$ cat src/rtl/fir_stream_driver.sv
// fir_stream_driver: host sample FIFO + shadow coefficient bank that
// sequences x_n / s_axis_fir_tvalid / s_set_coeffs into the FIR core.
//
// Ports:
//   clk, rst_n          clock, asynchronous active-low reset
//   in_data/in_valid    host sample stream, in_ready = FIFO not full
//   cfg_we/addr/data    shadow coefficient write port
//   cfg_commit          request to load the shadow bank into the filter
//   x_n, s_axis_fir_tvalid, s_set_coeffs   registered filter drive
//   busy                setup/load/gap in progress or commit pending
//   fifo_level          sample FIFO occupancy
//
// Option macro FIR_DRV_ZEROFILL_EN: when defined, an empty FIFO in
// STREAM drives tvalid=1 with x_n=0 and STREAM is left only on a commit.
module fir_stream_driver #(
    parameter int X_N_SIZE     = 8,
    parameter int TAP_SIZE     = 6,
    parameter int NBR_OF_TAPS  = 3,
    parameter int FIFO_DEPTH   = 8,
    parameter int SETUP_CYCLES = 4,
    localparam int AW = $clog2(NBR_OF_TAPS),
    localparam int PW = $clog2(FIFO_DEPTH),
    localparam int LW = PW + 1
) (
    input  logic                clk,
    input  logic                rst_n,
    input  logic [X_N_SIZE-1:0] in_data,
    input  logic                in_valid,
    output logic                in_ready,
    input  logic                cfg_we,
    input  logic [AW-1:0]       cfg_addr,
    input  logic [TAP_SIZE-1:0] cfg_data,
    input  logic                cfg_commit,
    output logic [X_N_SIZE-1:0] x_n,
    output logic                s_axis_fir_tvalid,
    output logic                s_set_coeffs,
    output logic                busy,
    output logic [LW-1:0]       fifo_level
);

    localparam int SW = (SETUP_CYCLES > 1) ? $clog2(SETUP_CYCLES) : 1;

    typedef enum logic [2:0] {
        ST_SETUP,
        ST_IDLE,
        ST_LOAD,
        ST_GAP,
        ST_STREAM
    } state_t;

    state_t state;

    logic [SW-1:0] setup_cnt;
    logic [AW-1:0] load_k;
    logic          commit_pend;

    logic [TAP_SIZE-1:0] coef [NBR_OF_TAPS];
    logic [TAP_SIZE-1:0] snap [NBR_OF_TAPS];
    logic [TAP_SIZE-1:0] load_val;

    logic [X_N_SIZE-1:0] mem [FIFO_DEPTH];
    logic [PW-1:0]       wr_ptr;
    logic [PW-1:0]       rd_ptr;
    logic [LW-1:0]       count;

    logic fifo_full;
    logic fifo_empty;
    logic push;
    logic pop;
    logic load_go;

    assign fifo_full  = (count == LW'(FIFO_DEPTH));
    assign fifo_empty = (count == '0);
    assign in_ready   = !fifo_full;
    assign fifo_level = count;
    assign push       = in_valid && in_ready;
    assign pop        = (state == ST_STREAM) && !fifo_empty;

    // LOAD is entered from IDLE or STREAM whenever a commit is pending
    assign load_go = commit_pend &&
                     ((state == ST_IDLE) || (state == ST_STREAM));

    assign busy = (state == ST_SETUP) || (state == ST_LOAD) ||
                  (state == ST_GAP) || commit_pend;

    // Cycle k of LOAD drives snap[N-1-k], leaving coef[0] in tap 0
    always_comb begin
        load_val = '0;
        for (int i = 0; i < NBR_OF_TAPS; i++) begin
            if (load_k == AW'(NBR_OF_TAPS - 1 - i)) begin
                load_val = snap[i];
            end
        end
    end

    // Shadow bank, snapshot and commit request
    always_ff @(posedge clk or negedge rst_n) begin
        if (!rst_n) begin
            for (int i = 0; i < NBR_OF_TAPS; i++) begin
                coef[i] <= '0;
                snap[i] <= '0;
            end
            commit_pend <= 1'b0;
        end else begin
            // out-of-range addresses match no entry and are dropped
            for (int i = 0; i < NBR_OF_TAPS; i++) begin
                if (cfg_we && (cfg_addr == AW'(i))) begin
                    coef[i] <= cfg_data;
                end
            end
            if (load_go) begin
                for (int i = 0; i < NBR_OF_TAPS; i++) begin
                    snap[i] <= coef[i];
                end
            end
            // a commit in the same cycle as LOAD entry is kept
            if (cfg_commit) begin
                commit_pend <= 1'b1;
            end else if (load_go) begin
                commit_pend <= 1'b0;
            end
        end
    end

    // Sample FIFO storage needs no reset: occupancy gates every read
    always_ff @(posedge clk) begin
        if (push) begin
            mem[wr_ptr] <= in_data;
        end
    end

    always_ff @(posedge clk or negedge rst_n) begin
        if (!rst_n) begin
            wr_ptr <= '0;
            rd_ptr <= '0;
            count  <= '0;
        end else begin
            if (push) begin
                wr_ptr <= wr_ptr + PW'(1);
            end
            if (pop) begin
                rd_ptr <= rd_ptr + PW'(1);
            end
            unique case ({push, pop})
                2'b10:   count <= count + LW'(1);
                2'b01:   count <= count - LW'(1);
                default: count <= count;
            endcase
        end
    end

    // Sequencer with registered filter drive
    always_ff @(posedge clk or negedge rst_n) begin
        if (!rst_n) begin
            state             <= ST_SETUP;
            setup_cnt         <= '0;
            load_k            <= '0;
            x_n               <= '0;
            s_axis_fir_tvalid <= 1'b0;
            s_set_coeffs      <= 1'b0;
        end else begin
            x_n               <= '0;
            s_axis_fir_tvalid <= 1'b0;
            s_set_coeffs      <= 1'b0;
            unique case (state)
                ST_SETUP: begin
                    if (setup_cnt == SW'(SETUP_CYCLES - 1)) begin
                        state <= ST_IDLE;
                    end else begin
                        setup_cnt <= setup_cnt + SW'(1);
                    end
                end
                ST_IDLE: begin
                    if (commit_pend) begin
                        state  <= ST_LOAD;
                        load_k <= '0;
                    end else if (!fifo_empty) begin
                        state <= ST_STREAM;
                    end
                end
                ST_LOAD: begin
                    s_set_coeffs <= 1'b1;
                    x_n          <= X_N_SIZE'($signed(load_val));
                    if (load_k == AW'(NBR_OF_TAPS - 1)) begin
                        state <= ST_GAP;
                    end else begin
                        load_k <= load_k + AW'(1);
                    end
                end
                ST_GAP: begin
                    state <= ST_IDLE;
                end
                ST_STREAM: begin
                    if (pop) begin
                        x_n               <= mem[rd_ptr];
                        s_axis_fir_tvalid <= 1'b1;
                    end else begin
`ifdef FIR_DRV_ZEROFILL_EN
                        s_axis_fir_tvalid <= 1'b1;
`else
                        s_axis_fir_tvalid <= 1'b0;
`endif
                    end
                    if (commit_pend) begin
                        state  <= ST_LOAD;
                        load_k <= '0;
`ifndef FIR_DRV_ZEROFILL_EN
                    end else if (fifo_empty && !push) begin
                        state <= ST_IDLE;
`endif
                    end
                end
                default: begin
                    state <= ST_SETUP;
                end
            endcase
        end
    end

endmodule

$ cat config.mk
export PLATFORM = sky130hd
export DESIGN_NAME = fir_stream_driver
export DESIGN_NICKNAME = d
export VERILOG_FILES = /design/src/rtl/fir_stream_driver.sv
export SDC_FILE = /design/constraint.sdc
export NUM_CORES = 1
export LEC_CHECK = 0
export ABC_CLOCK_PERIOD_IN_PS = 2300
export CORE_AREA = 2 2 88 124
export CTS_CLUSTER_SIZE = 16
export DETAILED_ROUTE_END_ITERATION = 16
export DIE_AREA = 0 0 90 126
export GPL_TIMING_DRIVEN = 0
export PLACE_DENSITY = 0.73
export SETUP_SLACK_MARGIN = 0.05
export SYNTH_ARGS = -nofsm -noshare
export SYNTH_HDL_FRONTEND = slang
export SYNTH_SLANG_ARGS = --single-unit
$ cat constraint.sdc
create_clock -name clk -period 2.3 [get_ports clk]
set_input_delay 0.46 -clock clk [delete_from_list [all_inputs] [get_ports clk]]
set_output_delay 0.46 -clock clk [all_outputs]
set_load 0.03 [all_outputs]
* Yosys cells after proc, flatten, opt, wreduce, memory -nomap -nowiden
Memories as Yosys holds them, arrays and structs flattened. Index checks and enable logic that the tools add are counted.
Operators by class: $add $sub $neg 6, equality and inequality tests 18, multiplexer cells 23, bitwise logic cells 1, reductions and logical operators 25
Operator list (number):
- $mux 3 | 6
- $mux 6 | 3
- $pmux 8 s2 | 1
- $pmux 3 s5 | 1
- $eq 2x2->1 const B | 4
- $mux 8 | 1
- $pmux 4 s2 | 1
- $logic_and 1x1->1 | 7
- $mux 1 | 7
- $add 3x1->3 const B | 2
- $eq 2x1->1 const B | 3
- $eq 3x2->1 const B | 2
- $ne 2x1->1 const B | 3
- $reduce_bool 2->1 | 3
- $add 2x1->2 const B | 2
- $add 4x1->4 const B | 1
- $eq 4x4->1 const B | 1
- $logic_not 2->1 | 2
- $logic_not 4->1 | 1
- $logic_or 1x1->1 | 4
- $mux 2 | 2
- $pmux 2 s2 | 1
- $reduce_and 4->1 | 1
- $sub 4x1->4 const B | 1
- 11 further kinds | 13
Storage, ports and cells: register bits 64, memory bits (writable) 64, input port bits 21, output and inout bits 16, word-level logic and storage cells 90, memories kept 1
Memories:
- mem | depth 8, width 8, read ports 1, clocked after Yosys merged registers in 0, wr ports 1, line 61 | logic [X_N_SIZE-1:0] mem [FIFO_DEPTH];

* Logic depth before layout (Yosys ltp)
depth after elaboration 8, mapped depth 10, mapped depth without buffers 10

* Least setup slack after synthesis
OpenSTA, ideal clock, no wires.
path kind register -> register, start register count[1], in the netlist fifo_level[1], end register count[2], in the netlist fifo_level[2], setup time 0.139 ns, arrival 2.601 ns, data required time 2.161 ns, path slack -0.440 ns, cell stages (with the launch flop) 10, buffers on the path 0, period minus slack after synthesis 2.740 ns, cells stage by stage dfrtp_1 or4b_2 nand2_1 ha_1 xor2_1 ha_1 a21oi_1 xor2_1 nor2_1 xor2_1
Between the ends: cells in the longest elaborated chain, start to end 5, elaborated cells on any way between the ends 12, classes of those cells add/sub: 2; eq/ne: 3; mux: 1; reduce/logical: 6
RTL lines:
- from (decl) | line 64 | logic [LW-1:0] count;
- from (signal assigned) | line 145 | 2'b10: count <= count + LW'(1);
- from (signal assigned) | line 146 | 2'b01: count <= count - LW'(1);
- from (signal assigned) | line 147 | default: count <= count;
- $eq 4x4->1 * | line 72 | assign fifo_full = (count == LW'(FIFO_DEPTH));
- $logic_not 1->1 * | line 74 | assign in_ready = !fifo_full;
- via in_ready | line 29 | output logic in_ready,
- $logic_and 1x1->1 * | line 76 | assign push = in_valid && in_ready;
- $eq 2x1->1 or $eq 2x2->1 (tied branches) | line 144 | unique case ({push, pop})
- $pmux 4 s2 or $reduce_bool 2->1 (tied branches)
The timed path passes the listed nets; every way through them passes the cells marked *. A chain may end at the register's enable or synchronous reset.

* Worst setup path after layout
start register count[0], in the netlist fifo_level[0], end register count[2], in the netlist fifo_level[2]
Between the ends: cells in the longest elaborated chain, start to end 5, elaborated cells on any way between the ends 12, classes of those cells add/sub: 2; eq/ne: 3; mux: 1; reduce/logical: 6
RTL lines:
- $logic_not 4->1 * | line 73 | assign fifo_empty = (count == '0);
- $logic_not 1->1 *
- $logic_and 1x1->1 * | line 77 | assign pop = (state == ST_STREAM) && !fifo_empty;
- via pop | line 69 | logic pop;
- $eq 2x1->1 or $eq 2x2->1 (tied branches) | line 144
- $pmux 4 s2 or $reduce_bool 2->1 (tied branches)
Marks and branches as above.

==> run_results.csv <==
group,metric,value,unit
sta,worst_slew_pin_slew,0.8978,ns
global_route,grt-ovfl-total,0,
floorplanning,ios,37,
sta,fin_crit,2.220,ns
worst_setup_path,critPathBufInv,1,
layout,syn_to_final_growth,24.58,%
layout,layout.nets,409,
global_route,grt.total_usage,0.1857,
synth,synthMuxAreaShare,0.1692,
synth,synth_cell_type_count,40,
worst_setup_path,reg2reg_slack,0.08,ns
synth,synth-compound-area-share,0.03779,
power,power-per-cell-area,1327,nW/um^2
synth,synthAdderAreaFrac,0.02167,
worst_setup_path,crit_path_start_kind,"register",
synth,yosys_warnings,0,
worst_setup_path,crit_arrival,2.52,ns
synth,avgSynthCellArea,16.55,sq um
placed_design,pre_cts_slack,-0.4035,ns
global_route,antenna_found_initial,0,
global_route,grt_pass1_vias,3021,
layout,final_cell_area,6475,sq um
floorplanning,die_h,126,um
synth,ys.flop_type,"edfxtp_1",
worst_setup_path,critPathMaxStageDelay,0.56,ns
sta,finalHoldViolations,0,
sta,max_freq,450.4,MHz
sta,setup_violations,0,
route,final_antenna_net_count,0,
worst_setup_path,crit_top_cell,"xor2_1",
placed_design,placed_area,5801,sq um
synth,ys_async_sr_fraction,0.5000,
worst_setup_path,crit_family,"simple AND/OR/NAND/NOR gates",
power,power_frac_seq,0.389,
global_route,grt_start_max_net_pins,37,
floorplanning,die_x,90,um
clock_tree,cts_tree,"built",
synth,syn_inst,314,
power,clock_power_share,0.304,
layout,drive_above_1_share,0.3342,
worst_setup_path,worstPathRequired,2.60,ns
clock_tree,cts_buffers,17,
power,swShare,0.3122,
power,power.internal,5911,uW
route,drc,0,
clock_tree,clockBufferDepth,2,
placed_design,gp_routability_congestion,0.7457,
clock_tree,htreeDepth,4,
synth,seq_area_frac_synth,0.6779,
clock_tree,cts-root-buf,"clkbuf_16",
clock_tree,cts_sinks,128,
placed_design,dp_hpwl,6268,um
clock_tree,clk_pin_slew,0.06,ns
sta,finClkSkew,0.01110,ns
floorplanning,core,10240,sq um
sta,rsz0062_at_grt,"yes",
floorplanning,dieArea,11340,sq um
placed_design,portBuffers,36,
layout,antenna_cells,0,
power,vdd_ir_drop_max,577.4,uV
global_route,grt_pass1_wl,15790,um
route,drt_iter0_markers,101,
worst_setup_path,end_kind,"register",
floorplanning,rows,44,
sta,relSlewSlack,0.3993,
route,wl,9653,um
sta,layout_setup_ws,0.07950,ns
worst_setup_path,critPathMaxFanout,5,
route,vias_per_cell,5.400,
sta,report.final.slew_viol_count,0,
outcome,outcome,"complete, no violations",
synth,synth-edff-count,64,
synth,syn_nets,344,
route,first_pass_iters,4,
synth,synth_simple_gate_area_frac,0.06307,
synth,synth-seq-cells,128,
min_path,hp-class,"input port to async pin",
synth,synthXorXnorAreaFrac,0.01685,
power,power_frac_comb,0.307,
clock_tree,clk_latency,0.42,ns
route,route.vias.total,2862,
power,p_sw,2683,uW
floorplanning,start_util,0.5076,
job,maxCapViolCount,0,
worst_setup_path,path_cells,"or4_4, nand2b_4, inv_6, ha_4, xor2_1, ha_2, a21oi_2, xor2_1, nor2_1, xor2_1",
worst_setup_path,crit_slowest_cell,"or4_4",
power,p_total,8595,uW
worst_setup_path,crit_type,"register to register",
synth,netlist_area,5197,sq um
route,avgRoutedWirePerCell,18.21,um
power,cellLeakagePower,0.002396,uW
sta,period_share,0.9654,
sta,holdWs,0.1434,ns
synth,synth_top_family_by_area,"multiplexers",
[final cells by class]
cell class | count | area (sq um)
Buffer | 10 | 47.55
Clock buffer | 18 | 429.2
Clock inverter | 14 | 156.4
Fill cell | 752 | 3765
Inverter | 6 | 27.53
Multi-Input combinational cell | 170 | 1674
Sequential cell | 128 | 3531
Tap cell | 138 | 172.7
Timing Repair Buffer | 46 | 436.7
[cell usage after synthesis, types with 2 or more instances]
cell type,n,share of area
mux2_2,38,0.082
clkbuf_1,2,0.0014
o2bb2ai_1,3,0.0051
o21ai_0,14,0.013
inv_1,6,0.0043
mux4_2,16,0.069
xor2_1,4,0.0067
nand2_1,15,0.011
nor3b_2,2,0.0048
mux2i_1,8,0.015
or2_2,3,0.0036
nor4_1,2,0.0024
nand3b_1,7,0.010
buf_1,2,0.0014
nand2b_1,5,0.0060
nor2_1,7,0.0051
dfrtp_1,64,0.31
nor3_1,3,0.0029
nor2b_1,2,0.0024
a22oi_1,3,0.0043
edfxtp_1,64,0.37
buf_2,4,0.0039
a21oi_1,5,0.0048
nand3_1,3,0.0029
or3b_2,2,0.0034
xnor2_1,6,0.010
o22ai_1,3,0.0036
ha_1,9,0.022
[cell families after synthesis]
family | Yosys count
flip-flops | 128
adder cells (fa/ha/maj) | 9
AND/OR/NAND/NOR | 56
XOR/XNOR | 10
AO/OA/AOI/OAI | 32
buffers and inverters | 16
multiplexers | 63
[flip-flops by register name, indices dropped and copies added (netlist names), 2 cells and up]
| register | cells |
|---|---|
| mem | 64 |
| coef | 18 |
| snap | 18 |
| x_n | 8 |
| fifo_level | 4 |
| rd_ptr | 3 |
| state | 3 |
| wr_ptr | 3 |
| load_k | 2 |
| setup_cnt | 2 |
[metal layers]
layer,GRT usage,up-vias,part of all wire
li1,-,1332,-
met4,0.06878,0,0.014
met1,0.2180,1470,0.40
met3,0.05981,14,0.036
met2,0.3202,46,0.55
met5,0,-,0
[worst reg2reg max path: stages, from the launching register on]
cell and delay, ns:
dfrtp_2 0.43, or4_4 0.57, nand2b_4 0.11, inv_6 0.05, ha_4 0.17, xor2_1 0.14
ha_2 0.18, a21oi_2 0.11, xor2_1 0.16, nor2_1 0.06, xor2_1 0.13
[cells in the final DEF, fill, tap and decap left out, types with 4 or more instances in the layout]
cell	synthesis	final
mux2i_1	8	8
o21ai_0	14	14
mux4_2	16	16
buf_4	1	10
nand2b_1	5	4
inv_6	0	5
dfrtp_2	0	6
xnor2_1	6	6
clkinvlp_4	0	4
dfrtp_1	64	58
xor2_1	4	4
inv_1	6	5
nand3b_1	7	7
nor2_1	7	4
clkbuf_16	0	17
edfxtp_1	64	64
mux2_2	38	38
nand2_1	15	14
ha_1	9	6
a21oi_1	5	4
buf_2	4	5
clkdlybuf4s50_1	0	33
[path summary, 6_finish.rpt]
path	from	to	depth (start not counted)
setup reg to reg	fifo_level[0]	fifo_level[2]	10
hold reg to reg	setup_cnt[0]	setup_cnt[0]	1
hold / removal	rst_n	commit_pend	1
min in group clk	setup_cnt[0]	setup_cnt[0]	1
setup / recovery	fifo_level[0]	fifo_level[2]	10
max in group asynchronous	rst_n	coef[10]	2
[timing repair]
item                       in CTS  in global routing
pin swaps                       1                  0
hold buffers                    0                  0
buffers inserted                3                  6
setup endpoints to repair      13                 20
resized for setup               8                  6
[stage by stage]
step           std cells  setup TNS (ns)    util
3_3_place_gp         488          -98.44  0.5640
2_1_floorplan        314               0       -
6_report             530               0  0.6323
5_1_grt              530        -0.02984  0.6323
3_5_place_dp         489          -15.58  0.5665
4_1_cts              524               0  0.6270
[power groups by stage]
| stage | Combinational (uW) | Clock [uW] | Sequential [uW] |
|---|---|---|---|
| global route | 2890 | 2760 | 3410 |
| finish | 2640 | 2610 | 3350 |
| global placement | 2440 | 0 | 3370 |
| CTS | 2580 | 2660 | 3360 |
| floorplan | 1630 | 0 | 3490 |
| detailed placement | 2500 | 0 | 3410 |
Note: power is estimated with default switching activity, not from simulation.
